## src/rtl/pipeline_ctrl_if.sv

```systemverilog
// Hazard-controller bundle: hazard/memory status from the datapath, stage controls and stats back.
// master = pipeline datapath side, slave = pipeline_ctrl.
interface pipeline_ctrl_if;
  logic [4:0]  IFID_rs1;
  logic [4:0]  IFID_rs2;
  logic [4:0]  IDEX_rd;
  logic        IDEX_MemRead;
  logic        EM_MemRead;
  logic        EM_MemWrite;
  logic        branch_taken;
  logic        mem_ready;

  logic        pc_write;
  logic        pc_src;
  logic        ifid_write;
  logic        ifid_flush;
  logic        idex_flush;
  logic        exmem_flush;
  logic        idex_hold;
  logic        exmem_hold;
  logic        memwb_bubble;
  logic        mem_err;
  logic [15:0] stall_cycles;
  logic [7:0]  flush_count;

  modport master (
    output IFID_rs1, IFID_rs2, IDEX_rd, IDEX_MemRead, EM_MemRead, EM_MemWrite,
           branch_taken, mem_ready,
    input  pc_write, pc_src, ifid_write, ifid_flush, idex_flush, exmem_flush,
           idex_hold, exmem_hold, memwb_bubble, mem_err, stall_cycles, flush_count
  );

  modport slave (
    input  IFID_rs1, IFID_rs2, IDEX_rd, IDEX_MemRead, EM_MemRead, EM_MemWrite,
           branch_taken, mem_ready,
    output pc_write, pc_src, ifid_write, ifid_flush, idex_flush, exmem_flush,
           idex_hold, exmem_hold, memwb_bubble, mem_err, stall_cycles, flush_count
  );
endinterface

```

## src/rtl/pipeline_ctrl.sv

```systemverilog
// Pipeline hazard/sequencing controller: controls are combinational (zero latency) from state and inputs;
// a pending data-memory access freezes every stage until mem_ready, with a timeout into a sticky error.
module pipeline_ctrl #(
  parameter int TIMEOUT = 16
) (
  input  logic             clk,
  input  logic             reset,
  pipeline_ctrl_if.slave   bus
);

  typedef enum logic [1:0] {
    RUN      = 2'd0,
    MEM_WAIT = 2'd1,
    ERR      = 2'd2
  } state_t;

  localparam logic [15:0] LP_WAIT_LAST = 16'(TIMEOUT - 1);

  state_t      r_state;
  state_t      w_next_state;
  logic [15:0] r_wait_cnt;
  logic [15:0] w_wait_cnt_nxt;
  logic        r_mem_err;
  logic        w_set_err;
  logic [15:0] r_stall_cycles;
  logic [7:0]  r_flush_count;

  logic        w_mem_acc;
  logic        w_load_use;
  logic        w_freeze;
  logic        w_resolve;

  logic        w_pc_write;
  logic        w_pc_src;
  logic        w_ifid_write;
  logic        w_ifid_flush;
  logic        w_idex_flush;
  logic        w_exmem_flush;
  logic        w_idex_hold;
  logic        w_exmem_hold;
  logic        w_memwb_bubble;

  assign w_mem_acc  = bus.EM_MemRead | bus.EM_MemWrite;
  assign w_load_use = bus.IDEX_MemRead && (bus.IDEX_rd != 5'd0) &&
                      ((bus.IDEX_rd == bus.IFID_rs1) || (bus.IDEX_rd == bus.IFID_rs2));

  always_ff @(posedge clk or negedge reset) begin
    if (!reset) begin
      r_state    <= RUN;
      r_wait_cnt <= 16'd0;
    end else begin
      r_state    <= w_next_state;
      r_wait_cnt <= w_wait_cnt_nxt;
    end
  end

  always_comb begin
    w_next_state   = r_state;
    w_wait_cnt_nxt = r_wait_cnt;
    w_set_err      = 1'b0;
    w_freeze       = 1'b0;
    w_resolve      = 1'b0;

    case (r_state)
      RUN: begin
        if (w_mem_acc && !bus.mem_ready) begin
          w_freeze       = 1'b1;
          w_next_state   = MEM_WAIT;
          w_wait_cnt_nxt = 16'd1;
        end else begin
          w_resolve = 1'b1;
        end
      end
      MEM_WAIT: begin
        // EX/MEM is held while waiting, so a deferred branch is still valid here.
        if (bus.mem_ready) begin
          w_resolve      = 1'b1;
          w_next_state   = RUN;
          w_wait_cnt_nxt = 16'd0;
        end else begin
          w_freeze       = 1'b1;
          w_wait_cnt_nxt = r_wait_cnt + 16'd1;
          if (r_wait_cnt == LP_WAIT_LAST) begin
            w_next_state = ERR;
            w_set_err    = 1'b1;
          end
        end
      end
      ERR: begin
        w_freeze = 1'b1;
      end
      default: begin
        w_freeze     = 1'b1;
        w_next_state = ERR;
      end
    endcase
  end

  always_comb begin
    w_pc_write     = 1'b1;
    w_pc_src       = 1'b0;
    w_ifid_write   = 1'b1;
    w_ifid_flush   = 1'b0;
    w_idex_flush   = 1'b0;
    w_exmem_flush  = 1'b0;
    w_idex_hold    = 1'b0;
    w_exmem_hold   = 1'b0;
    w_memwb_bubble = 1'b0;

    if (w_freeze) begin
      w_pc_write     = 1'b0;
      w_ifid_write   = 1'b0;
      w_idex_hold    = 1'b1;
      w_exmem_hold   = 1'b1;
      w_memwb_bubble = 1'b1;
    end else if (w_resolve) begin
      if (bus.branch_taken) begin
        w_pc_src      = 1'b1;
        w_ifid_flush  = 1'b1;
        w_idex_flush  = 1'b1;
        w_exmem_flush = 1'b1;
      end else if (w_load_use) begin
        w_pc_write   = 1'b0;
        w_ifid_write = 1'b0;
        w_idex_flush = 1'b1;
      end
    end
  end

  always_ff @(posedge clk or negedge reset) begin
    if (!reset) begin
      r_mem_err      <= 1'b0;
      r_stall_cycles <= 16'd0;
      r_flush_count  <= 8'd0;
    end else begin
      if (w_set_err) begin
        r_mem_err <= 1'b1;
      end
      if (!w_pc_write && (r_stall_cycles != 16'hFFFF)) begin
        r_stall_cycles <= r_stall_cycles + 16'd1;
      end
      if (w_pc_src && (r_flush_count != 8'hFF)) begin
        r_flush_count <= r_flush_count + 8'd1;
      end
    end
  end

  assign bus.pc_write     = w_pc_write;
  assign bus.pc_src       = w_pc_src;
  assign bus.ifid_write   = w_ifid_write;
  assign bus.ifid_flush   = w_ifid_flush;
  assign bus.idex_flush   = w_idex_flush;
  assign bus.exmem_flush  = w_exmem_flush;
  assign bus.idex_hold    = w_idex_hold;
  assign bus.exmem_hold   = w_exmem_hold;
  assign bus.memwb_bubble = w_memwb_bubble;
  assign bus.mem_err      = r_mem_err;
  assign bus.stall_cycles = r_stall_cycles;
  assign bus.flush_count  = r_flush_count;

endmodule

```

## src/flat_wrapper.sv

```systemverilog
// flat-port wrapper written by rule: the top's interface ports become plain ports
module pipeline_ctrl_flat 
#(
  parameter int TIMEOUT = 16
)
  (clk, reset, bus_IFID_rs1, bus_IFID_rs2, bus_IDEX_rd, bus_IDEX_MemRead, bus_EM_MemRead, bus_EM_MemWrite, bus_branch_taken, bus_mem_ready, bus_pc_write, bus_pc_src, bus_ifid_write, bus_ifid_flush, bus_idex_flush, bus_exmem_flush, bus_idex_hold, bus_exmem_hold, bus_memwb_bubble, bus_mem_err, bus_stall_cycles, bus_flush_count);
  pipeline_ctrl_if bus_i ();
  input  logic clk;
  input  logic reset;
  input wire logic [$bits(bus_i.IFID_rs1)-1:0] bus_IFID_rs1;
  input wire logic [$bits(bus_i.IFID_rs2)-1:0] bus_IFID_rs2;
  input wire logic [$bits(bus_i.IDEX_rd)-1:0] bus_IDEX_rd;
  input wire logic [$bits(bus_i.IDEX_MemRead)-1:0] bus_IDEX_MemRead;
  input wire logic [$bits(bus_i.EM_MemRead)-1:0] bus_EM_MemRead;
  input wire logic [$bits(bus_i.EM_MemWrite)-1:0] bus_EM_MemWrite;
  input wire logic [$bits(bus_i.branch_taken)-1:0] bus_branch_taken;
  input wire logic [$bits(bus_i.mem_ready)-1:0] bus_mem_ready;
  output wire logic [$bits(bus_i.pc_write)-1:0] bus_pc_write;
  output wire logic [$bits(bus_i.pc_src)-1:0] bus_pc_src;
  output wire logic [$bits(bus_i.ifid_write)-1:0] bus_ifid_write;
  output wire logic [$bits(bus_i.ifid_flush)-1:0] bus_ifid_flush;
  output wire logic [$bits(bus_i.idex_flush)-1:0] bus_idex_flush;
  output wire logic [$bits(bus_i.exmem_flush)-1:0] bus_exmem_flush;
  output wire logic [$bits(bus_i.idex_hold)-1:0] bus_idex_hold;
  output wire logic [$bits(bus_i.exmem_hold)-1:0] bus_exmem_hold;
  output wire logic [$bits(bus_i.memwb_bubble)-1:0] bus_memwb_bubble;
  output wire logic [$bits(bus_i.mem_err)-1:0] bus_mem_err;
  output wire logic [$bits(bus_i.stall_cycles)-1:0] bus_stall_cycles;
  output wire logic [$bits(bus_i.flush_count)-1:0] bus_flush_count;
  assign bus_i.IFID_rs1 = bus_IFID_rs1;
  assign bus_i.IFID_rs2 = bus_IFID_rs2;
  assign bus_i.IDEX_rd = bus_IDEX_rd;
  assign bus_i.IDEX_MemRead = bus_IDEX_MemRead;
  assign bus_i.EM_MemRead = bus_EM_MemRead;
  assign bus_i.EM_MemWrite = bus_EM_MemWrite;
  assign bus_i.branch_taken = bus_branch_taken;
  assign bus_i.mem_ready = bus_mem_ready;
  assign bus_pc_write = bus_i.pc_write;
  assign bus_pc_src = bus_i.pc_src;
  assign bus_ifid_write = bus_i.ifid_write;
  assign bus_ifid_flush = bus_i.ifid_flush;
  assign bus_idex_flush = bus_i.idex_flush;
  assign bus_exmem_flush = bus_i.exmem_flush;
  assign bus_idex_hold = bus_i.idex_hold;
  assign bus_exmem_hold = bus_i.exmem_hold;
  assign bus_memwb_bubble = bus_i.memwb_bubble;
  assign bus_mem_err = bus_i.mem_err;
  assign bus_stall_cycles = bus_i.stall_cycles;
  assign bus_flush_count = bus_i.flush_count;
  pipeline_ctrl #(.TIMEOUT(TIMEOUT)) u_core (.clk(clk), .reset(reset), .bus(bus_i));
endmodule
```

## config.mk

```make
export PLATFORM = sky130hd
export DESIGN_NAME = pipeline_ctrl_flat
export DESIGN_NICKNAME = d
export VERILOG_FILES = /design/src/rtl/pipeline_ctrl_if.sv /design/src/rtl/pipeline_ctrl.sv /design/src/flat_wrapper.sv
export SDC_FILE = /design/constraint.sdc
export NUM_CORES = 1
export LEC_CHECK = 0
export CAP_MARGIN = 5
export CELL_PAD_IN_SITES_DETAIL_PLACEMENT = 2
export CELL_PAD_IN_SITES_GLOBAL_PLACEMENT = 2
export CORE_MARGIN = 4
export CORE_UTILIZATION = 42
export DETAILED_ROUTE_END_ITERATION = 12
export DONT_BUFFER_PORTS = 1
export HOLD_SLACK_MARGIN = 0.08
export PLACE_DENSITY_LB_ADDON = 0.2
export SLEW_MARGIN = 20
export SYNTH_ARGS = -nofsm -noshare
export SYNTH_HDL_FRONTEND = slang
export SYNTH_SLANG_ARGS = --single-unit
```

## constraint.sdc

```tcl
create_clock -name clk -period 3 [get_ports clk]
set_input_delay 0.3 -clock clk [delete_from_list [all_inputs] [get_ports clk]]
set_output_delay 0.3 -clock clk [all_outputs]
set_load 0.01 [all_outputs]
```

# == Yosys cells after proc, flatten, opt, wreduce, memory -nomap -nowiden ==
# Index checks and enable logic that the tools add are counted.
# word_totals
reg_bits,43
out_inout_bits,34
# op_classes
muxes,28
addsub,3
n_bitwise,2
eq_ne,9
n_reduce_logical,13
# ops
op,n
$add 16x1->16 const B,2
$mux 16,2
$pmux 16 s2,1
$mux 1,19
$eq 16x4->1 const B,1
$ne 16x16->1 const B,1
$eq 5x5->1,2
$add 8x1->8 const B,1
$ne 8x8->1 const B,1
$mux 2,3
$pmux 2 s3,1
$logic_and 1x1->1,5
$reduce_bool 5->1,1
$pmux 1 s2,2
$ne 3x2->1 const B,1
$reduce_and 3->1,1
$eq 2x1->1 const B,1
$eq 2x2->1 const B,1
$logic_not 1->1,2
$logic_not 2->1,1
$ne 2x1->1 const B,1
$reduce_and 2->1,1
$reduce_bool 2->1,1
$logic_or 1x1->1,1
2 further kinds,2

# == Longest topological paths before layout ==
# Gate-level depths: netlist (run 1).
# depth
depth_word,9
mapped_depth,8
mapped_depth_nobuf,7

# == Least setup slack after synthesis (run 1) ==
# No wires, ideal clock.
# synth_path
kind,flip-flop to flip-flop
start,reg u_core.r_state[0]
end,"reg u_core.r_stall_cycles[13], in the netlist u_core.bus.stall_cycles[13]"
path_stages_with_launch,7
arrival_ns,1.775
setup_slack_ns,1.146
required_ns,2.921
cell_sequence,dfrtp_1 -> nor3_1 -> o21bai_1 -> a41oi_4 -> buf_6 -> nor4_1 -> xor2_1
# synth_via
elab_chain_cells,6
# synth_rtl
item,line,text
from (decl),pipeline_ctrl.sv:19,state_t r_state;
from (signal assigned),pipeline_ctrl.sv:52,r_state <= w_next_state;
$eq 2x1->1 or $logic_not 2->1 (tied branches),pipeline_ctrl.sv:64,case (r_state)
$pmux 1 s2,pipeline_ctrl.sv:64,
$mux 1,n/a,
$mux 1 (*),n/a,
net bus_ifid_write,flat_wrapper.sv:20,output wire logic [$bits(bus_i.ifid_write)-1:0] bus_ifid_write;
$logic_not 1->1 (*),pipeline_ctrl.sv:139,if (!w_pc_write && (r_stall_cycles != 16'hFFFF)) begin
$logic_and 1x1->1 (*),pipeline_ctrl.sv:139,
to (signal assigned),pipeline_ctrl.sv:140,r_stall_cycles <= r_stall_cycles + 16'd1;
to (decl),pipeline_ctrl.sv:25,logic [15:0] r_stall_cycles;
# The timed path passes the listed nets; every way through them passes the cells marked *.
# A chain may end at the register's enable or synchronous reset.

# == Worst setup path in the final report (run 1) ==
# layout_path
start,reg u_core.r_state[0]
end,"reg u_core.r_stall_cycles[1], in the netlist u_core.bus.stall_cycles[1]"
# Same word-level chain as after synthesis.

==> impl_metrics.yaml, run 1 <==
sta:
  final-hold-violation-count: 0
  setup_violations: 0
  fin_crit_ns: 2.20
  tightest_slew_ns: 0.835
  fin_crit_sh_pct: 73.3
  final_max_slew_viol_count: 0
  fin_setup_tns_ns: 0
  holdWs_ns: 0.104
  clock-skew-final_ns: 0.00842
  max_freq_ghz: 0.455
  slew_headroom_pct: 44.1
  rsz0062_at_grt: "false"
power:
  p_seq_share_pct: 55.9
  pwr-share-clk_pct: 27.5
  p_int_w: 0.00106
  power_switching_w: 0.000559
  peakVddDrop_uv: 332
  combPwrFrac_pct: 16.6
  leakage_nw: 1.04
  p_per_area_mw_per_mm2: 636
  swShare_pct: 34.5
die:
  num_rows: 26
  dieArea_sq_mm: 0.00686
  core_area_sq_mm: 0.00527
  pin_count: 56
  initial_core_util_pct: 44.6
  die_h_um: 82.8
  die_width_um: 82.8
final_layout:
  nets: 263
  finalNonFillerCells: 308
  fin_area_sq_mm: 0.00255
  fin_util_pct: 48.3
  drive_gt1_share_pct: 11.8
  syn2layout_area_growth_pct: 8.30
  antenna_cells: 0
status:
  status: "completed"
worst_setup_path:
  ff2ff_path_depth: 6
  arrival_ns: 2.38
  crit_path_max_fanout: 17
  r2r_start: "u_core.r_state[0]"
  required_ns: 3.18
  reg2reg_to: "u_core.bus.stall_cycles[1]"
  critPathKind: "register to register"
  cp-end-kind: "register"
  reg2reg_slack_ns: 0.80
  cp-start-kind: "register"
run:
  maxCapViolations: 0
yosys:
  ys.flop_type: "dfrtp_1"
  synth_top_cell_area_share_pct: 45.7
  seq_area_frac_synth_pct: 45.7
  synth.largest_area_cell: "dfrtp_1"
  post_synth_inst_count: 234
  ys_warn_count: 0
  synth_nets: 259
  synth-seq-cells: 43
  synth_area_sq_mm: 0.00235
  ys_types: 39
  synthTopCellsByArea: "dfrtp_1, xor2_1, xnor2_1, nand2_1, nor2_1"
  syn_avg_cell_area_sq_um: 10.1
  ys_async_sr_fraction_pct: 100
  synth-edff-count: 0
global_route:
  grt_pass1_wl_um: 10900
  grt_overflow_total: 0
  antenna_found_initial: 0
  grt_max_degree: 44
  grt_pass1_vias: 2084
  grt_usage_pct: 19.6
worst_hold_path:
  min_path_type: "input port to register"
  hp-start: "bus_mem_ready"
  whs_endpoint: "u_core.r_wait_cnt[1]"
  worstHoldPathCells: 1
clock_network:
  cts_setup_buffers: 0
  cts_tree: "built"
  cts_num_sinks: 43
  root_buffer: "clkbuf_8"
  clock_path_buffers: 2
  clock_latency_ns: 0.30
  cts_made_buffers: 5
  h-tree-depth: 2
  path_clk_slew_ns: 0.09
drt:
  viasPerCell: 5.81
  drtIter0Drc: 91
  drc: 0
  dr.pass1.iters: 4
  detail-route-antenna-nets: 0
  wl_per_cell_um: 20.9
  via_count: 1789
  wirelength_um: 6430
placement:
  placed_cell_area_sq_mm: 0.00240
  hpwlAfterDp_um: 4780
  place_inst: 298
  numPortBuffers: 0
  place_congestion: 0.843
flip-flops by register name, summed over array words and instances (netlist names):
signal and cells:
u_core.bus.mem_err 1, u_core.bus.stall_cycles 16, u_core.bus.flush_count 8, u_core.r_state 2
u_core.r_wait_cnt 16
cells in the mapped netlist (5+ instances only):
| cell | count |
|---|---|
| a21oi_1 | 6 |
| and3_1 | 5 |
| buf_4 | 5 |
| dfrtp_1 | 43 |
| nand2_1 | 25 |
| nand3_1 | 12 |
| nand4_1 | 8 |
| nor2_1 | 24 |
| nor3_1 | 11 |
| nor4_1 | 6 |
| o21ai_0 | 9 |
| xnor2_1 | 15 |
| xor2_1 | 22 |
per-layer routing:
layer / part of all wire [%] / routed length [um] / GRT usage, %
met2: 50 / 3230 / 34.0
met3: 5.2 / 334 / 5.45
met1: 43 / 2790 / 23.9
met5: 0 / 0 / 0
met4: 1.2 / 77 / 4.90
placed cells by master, fill, tap and decap left out, drive strengths merged:
master       netlist  final
a21o               1      1
a21oi              7      7
a311oi             1      1
a31oi              1      1
a41oi              1      1
and3               5      5
and4               1      1
buf                7      3
bufinv             0      1
clkbuf             1      6
dfrtp             43     43
dlygate4sd3        0      2
ha                 3      3
inv                4      4
mux2               4      4
nand2             25     25
nand2b             2      2
nand3             12     12
nand4              9      9
nor2              24     24
nor3              11     11
nor3b              1      1
nor4               8      8
nor4b              2      2
o21ai              9      9
o21bai             2      2
o22a               1      1
o22ai              1      1
o31ai              1      1
o41ai              1      1
or2                4      4
or3                5      5
xnor2             15     15
xor2              22     22
metrics by stage:
stage | power, W | setup WS (ns)
CTS | 0.00164 | 0.781
finish | 0.00162 | 0.802
floorplan | 0.00107 | 1.15
global placement | 0.00114 | 0.923
detailed placement | 0.00117 | 0.826
global route | 0.00172 | 0.564
repair_timing:
item	in CTS	in global routing
gates resized for setup	0	0
endpoints found under the hold margin	44	0
hold buffers	3	0
kinds of logic (layout without fill, tap and decap cells):
group                    after synthesis  count (layout)  share of synthesized area (%)
multiplexers                           4               4                           1.91
adder cells (fa/ha/maj)                3               3                           1.60
XOR/XNOR                              37              37                           13.8
AO/OA/AOI/OAI                         26              26                           9.52
flip-flops                            43              43                           45.7
buffers and inverters                 12              16                           3.08
AND/OR/NAND/NOR                      109             109                           24.4
power groups by stage:
| stage | Sequential, W | Combinational (W) | Clock, W |
|---|---|---|---|
| floorplan | 0.000863 | 0.000211 | 0 |
| global placement | 0.000905 | 0.000233 | 0 |
| detailed placement | 0.000920 | 0.000251 | 0 |
| CTS | 0.000907 | 0.000276 | 0.000459 |
| global route | 0.000928 | 0.000304 | 0.000484 |
| finish | 0.000905 | 0.000269 | 0.000445 |
final cells by class:
class	instances	area [sq um]
Fill cell	568	2720
Timing Repair Buffer	5	62.6
Inverter	4	15.0
Clock buffer	6	72.6
Tap cell	70	87.6
Clock inverter	1	30.0
Sequential cell	43	1080
Multi-Input combinational cell	179	1200
worst max-delay path by stage:
stage / start / to / slack, ns / cells after the start
global placement: u_core.r_state[0] / u_core.bus.stall_cycles[1] / 0.92 / 6
global route: u_core.r_state[0] / u_core.bus.stall_cycles[1] / 0.56 / 6
detailed placement: u_core.r_state[0] / u_core.bus.stall_cycles[1] / 0.83 / 6
finish: u_core.r_state[0] / u_core.bus.stall_cycles[1] / 0.80 / 6
floorplan: u_core.r_state[0] / u_core.bus.stall_cycles[13] / 1.15 / 6
CTS: u_core.r_state[0] / u_core.bus.stall_cycles[1] / 0.78 / 6
critical path, stage by stage, from the launching register on:
cell and delay, ns:
dfrtp_1 0.42, nor3_1 0.28, o21bai_1 0.11, buf_4 0.20, a41oi_4 0.57, nor2_1 0.19
mux2_2 0.31
(Power assumes the default switching activity.)
==> run 2, diff against run 1 <==
--- a/config.mk
+++ b/config.mk
@@ -9,7 +9,7 @@
 export CELL_PAD_IN_SITES_DETAIL_PLACEMENT = 2
 export CELL_PAD_IN_SITES_GLOBAL_PLACEMENT = 2
 export CORE_MARGIN = 4
-export CORE_UTILIZATION = 42
+export CORE_UTILIZATION = 39
 export DETAILED_ROUTE_END_ITERATION = 12
 export DONT_BUFFER_PORTS = 1
 export HOLD_SLACK_MARGIN = 0.08
==> constraint.sdc (replaced) <==
create_clock -name clk -period 2.2 [get_ports clk]
set_input_delay 0.22 -clock clk [delete_from_list [all_inputs] [get_ports clk]]
set_output_delay 0.22 -clock clk [all_outputs]
set_load 0.01 [all_outputs]
==> impl_metrics.yaml, run 2 (synthesized netlist as in run 1, its figures left out) <==
clock_network:
  h-tree-depth: 2
  cts_made_buffers: 5
  clock_latency_ns: 0.30
  clock_path_buffers: 2
  cts_tree: "built"
  cts_num_sinks: 43
  root_buffer: "clkbuf_8"
  path_clk_slew_ns: 0.08
power:
  pwr-share-clk_pct: 27.9
  p_per_area_mw_per_mm2: 866
  swShare_pct: 33.3
  p_int_w: 0.00155
  power_switching_w: 0.000772
  p_total_w: 0.00232
  p_seq_share_pct: 49.6
  peakVddDrop_uv: 469
  combPwrFrac_pct: 22.5
  leakage_nw: 1.12
sta:
  final-hold-violation-count: 0
  final_max_slew_viol_count: 0
  setup_violations: 0
  fin_setup_tns_ns: 0
  fin_crit_ns: 2.01
  max_freq_ghz: 0.497
  holdWs_ns: 0.165
  slew_headroom_pct: 70.4
  clock-skew-final_ns: 0.00447
  fin_crit_sh_pct: 91.4
  rsz0062_at_grt: "false"
  tightest_slew_ns: 0.438
final_layout:
  syn2layout_area_growth_pct: 13.8
  final_cell_mix: "dfrtp_1, nand2_1, nor2_1, xor2_1, buf_4"
  final_common_cell: "dfrtp_1"
  antenna_cells: 0
  fill_cells: 638
  drive_gt1_share_pct: 17.8
  nets: 277
die:
  initial_core_util_pct: 40.0
  die_width_um: 85.7
  core_area_sq_mm: 0.00589
  num_rows: 28
  die_h_um: 85.7
  dieArea_sq_mm: 0.00734
  pin_count: 56
drt:
  wirelength_um: 6350
  drc: 0
  viasPerCell: 5.56
  dr.pass1.iters: 4
  wl_per_cell_um: 19.4
  detail-route-antenna-nets: 0
  drtIter0Drc: 54
  via_count: 1824
worst_setup_path:
  max_stage_delay_ns: 0.45
  crit_family: "simple AND/OR/NAND/NOR gates"
  reg2reg_to: "u_core.bus.flush_count[6]"
  required_ns: 2.42
  cp-start-kind: "register"
  reg2reg_slack_ns: 0.19
  crit_buf_inv: 0
  crit_chain: "nor3_1 -> o21bai_2 -> a311oi_4 -> nand2_1 -> nor3_1 -> xor2_1"
  ff2ff_path_depth: 6
  cp-end-kind: "register"
  cp_slowest_cell: "a311oi_4"
  path_common_cell: "nor3_1"
  crit_path_max_fanout: 6
  arrival_ns: 2.23
  critPathKind: "register to register"
  r2r_start: "u_core.r_state[0]"
worst_hold_path:
  min_path_type: "input port to register"
  hp-start: "bus_mem_ready"
  worstHoldPathCells: 2
  whs_endpoint: "u_core.r_wait_cnt[10]"
global_route:
  grt_pass1_vias: 2084
  antenna_found_initial: 0
  grt_overflow_total: 0
  grt_max_degree: 44
  grt_usage_pct: 18.9
  grt_pass1_wl_um: 10800
placement:
  numPortBuffers: 0
  hpwlAfterDp_um: 4630
  place_congestion: 0.719
run:
  maxCapViolations: 0
status:
  status: "completed"
run 2: cell types whose count changed in the layout (fill, tap and decap cells not counted):
cell and delta:
o21bai_1 -1, o21bai_2 +1, clkbuf_1 -1, clkbuf_8 +1, clkinv_2 +1, buf_4 +14
run 2: worst register-to-register path, stage by stage, from the launching register on:
cell and delay [ns]:
dfrtp_1 0.42, nor3_1 0.33, o21bai_2 0.18, a311oi_4 0.45, nand2_1 0.17, nor3_1 0.21
xor2_1 0.17
run 2: repair_timing:
action / CTS / global route
endpoints found under the setup margin: 2 / 2
hold buffers: 3 / 0
resized for setup: 0 / 1
cloned: 0 / 0
endpoints found under the hold margin: 45 / 0
setup buffers: 1 / 0
pin swaps: 0 / 0
run 2: layout make-up:
| cell class | instances | area (sq um) | area share, % |
|---|---|---|---|
| Tap cell | 75 | 93.8 | 3.50 |
| Clock inverter | 2 | 35.0 | 1.31 |
| Timing Repair Buffer | 19 | 168 | 6.26 |
| Inverter | 4 | 15.0 | 0.561 |
| Multi-Input combinational cell | 179 | 1210 | 45.1 |
| Sequential cell | 43 | 1080 | 40.2 |
| Clock buffer | 6 | 82.6 | 3.08 |
run 2: metal layers:
layer	GRT usage [%]	vias to the layer above	wire (um)
met5	0	-	0
met3	5.76	9	289
met2	33.5	28	3460
met4	5.76	0	116
met1	21.7	934	2480
li1	-	853	-
run 2: power by group through the flow:
stage | sequential (W) | clock (W) | combinational [W]
finish | 0.00115 | 0.000647 | 0.000521
CTS | 0.00115 | 0.000669 | 0.000533
floorplan | 0.00118 | 0 | 0.000288
global placement | 0.00116 | 0 | 0.000483
detailed placement | 0.00117 | 0 | 0.000499
global route | 0.00119 | 0.000709 | 0.000597
run 2: worst max path at each step:
| stage | startpoint | endpoint | cells after the start |
|---|---|---|---|
| global placement | u_core.r_state[0] | u_core.bus.flush_count[6] | 6 |
| detailed placement | u_core.r_state[0] | u_core.bus.flush_count[6] | 6 |
| global route | u_core.r_state[0] | u_core.bus.flush_count[6] | 6 |
| CTS | u_core.r_state[0] | u_core.bus.stall_cycles[13] | 7 |
| floorplan | u_core.r_state[0] | u_core.bus.stall_cycles[13] | 6 |
| finish | u_core.r_state[0] | u_core.bus.flush_count[6] | 6 |
run 2: stage by stage:
stage	area, sq um	instances	setup slack (ns)	util, %
5_1_grt	2680	328	0.0133	45.5
3_3_place_gp	2500	316	0.280	42.5
6_report	2680	328	0.189	45.5
2_1_floorplan	2350	234	0.346	-
3_5_place_dp	2500	316	0.175	42.5
4_1_cts	2670	328	0.0943	45.4
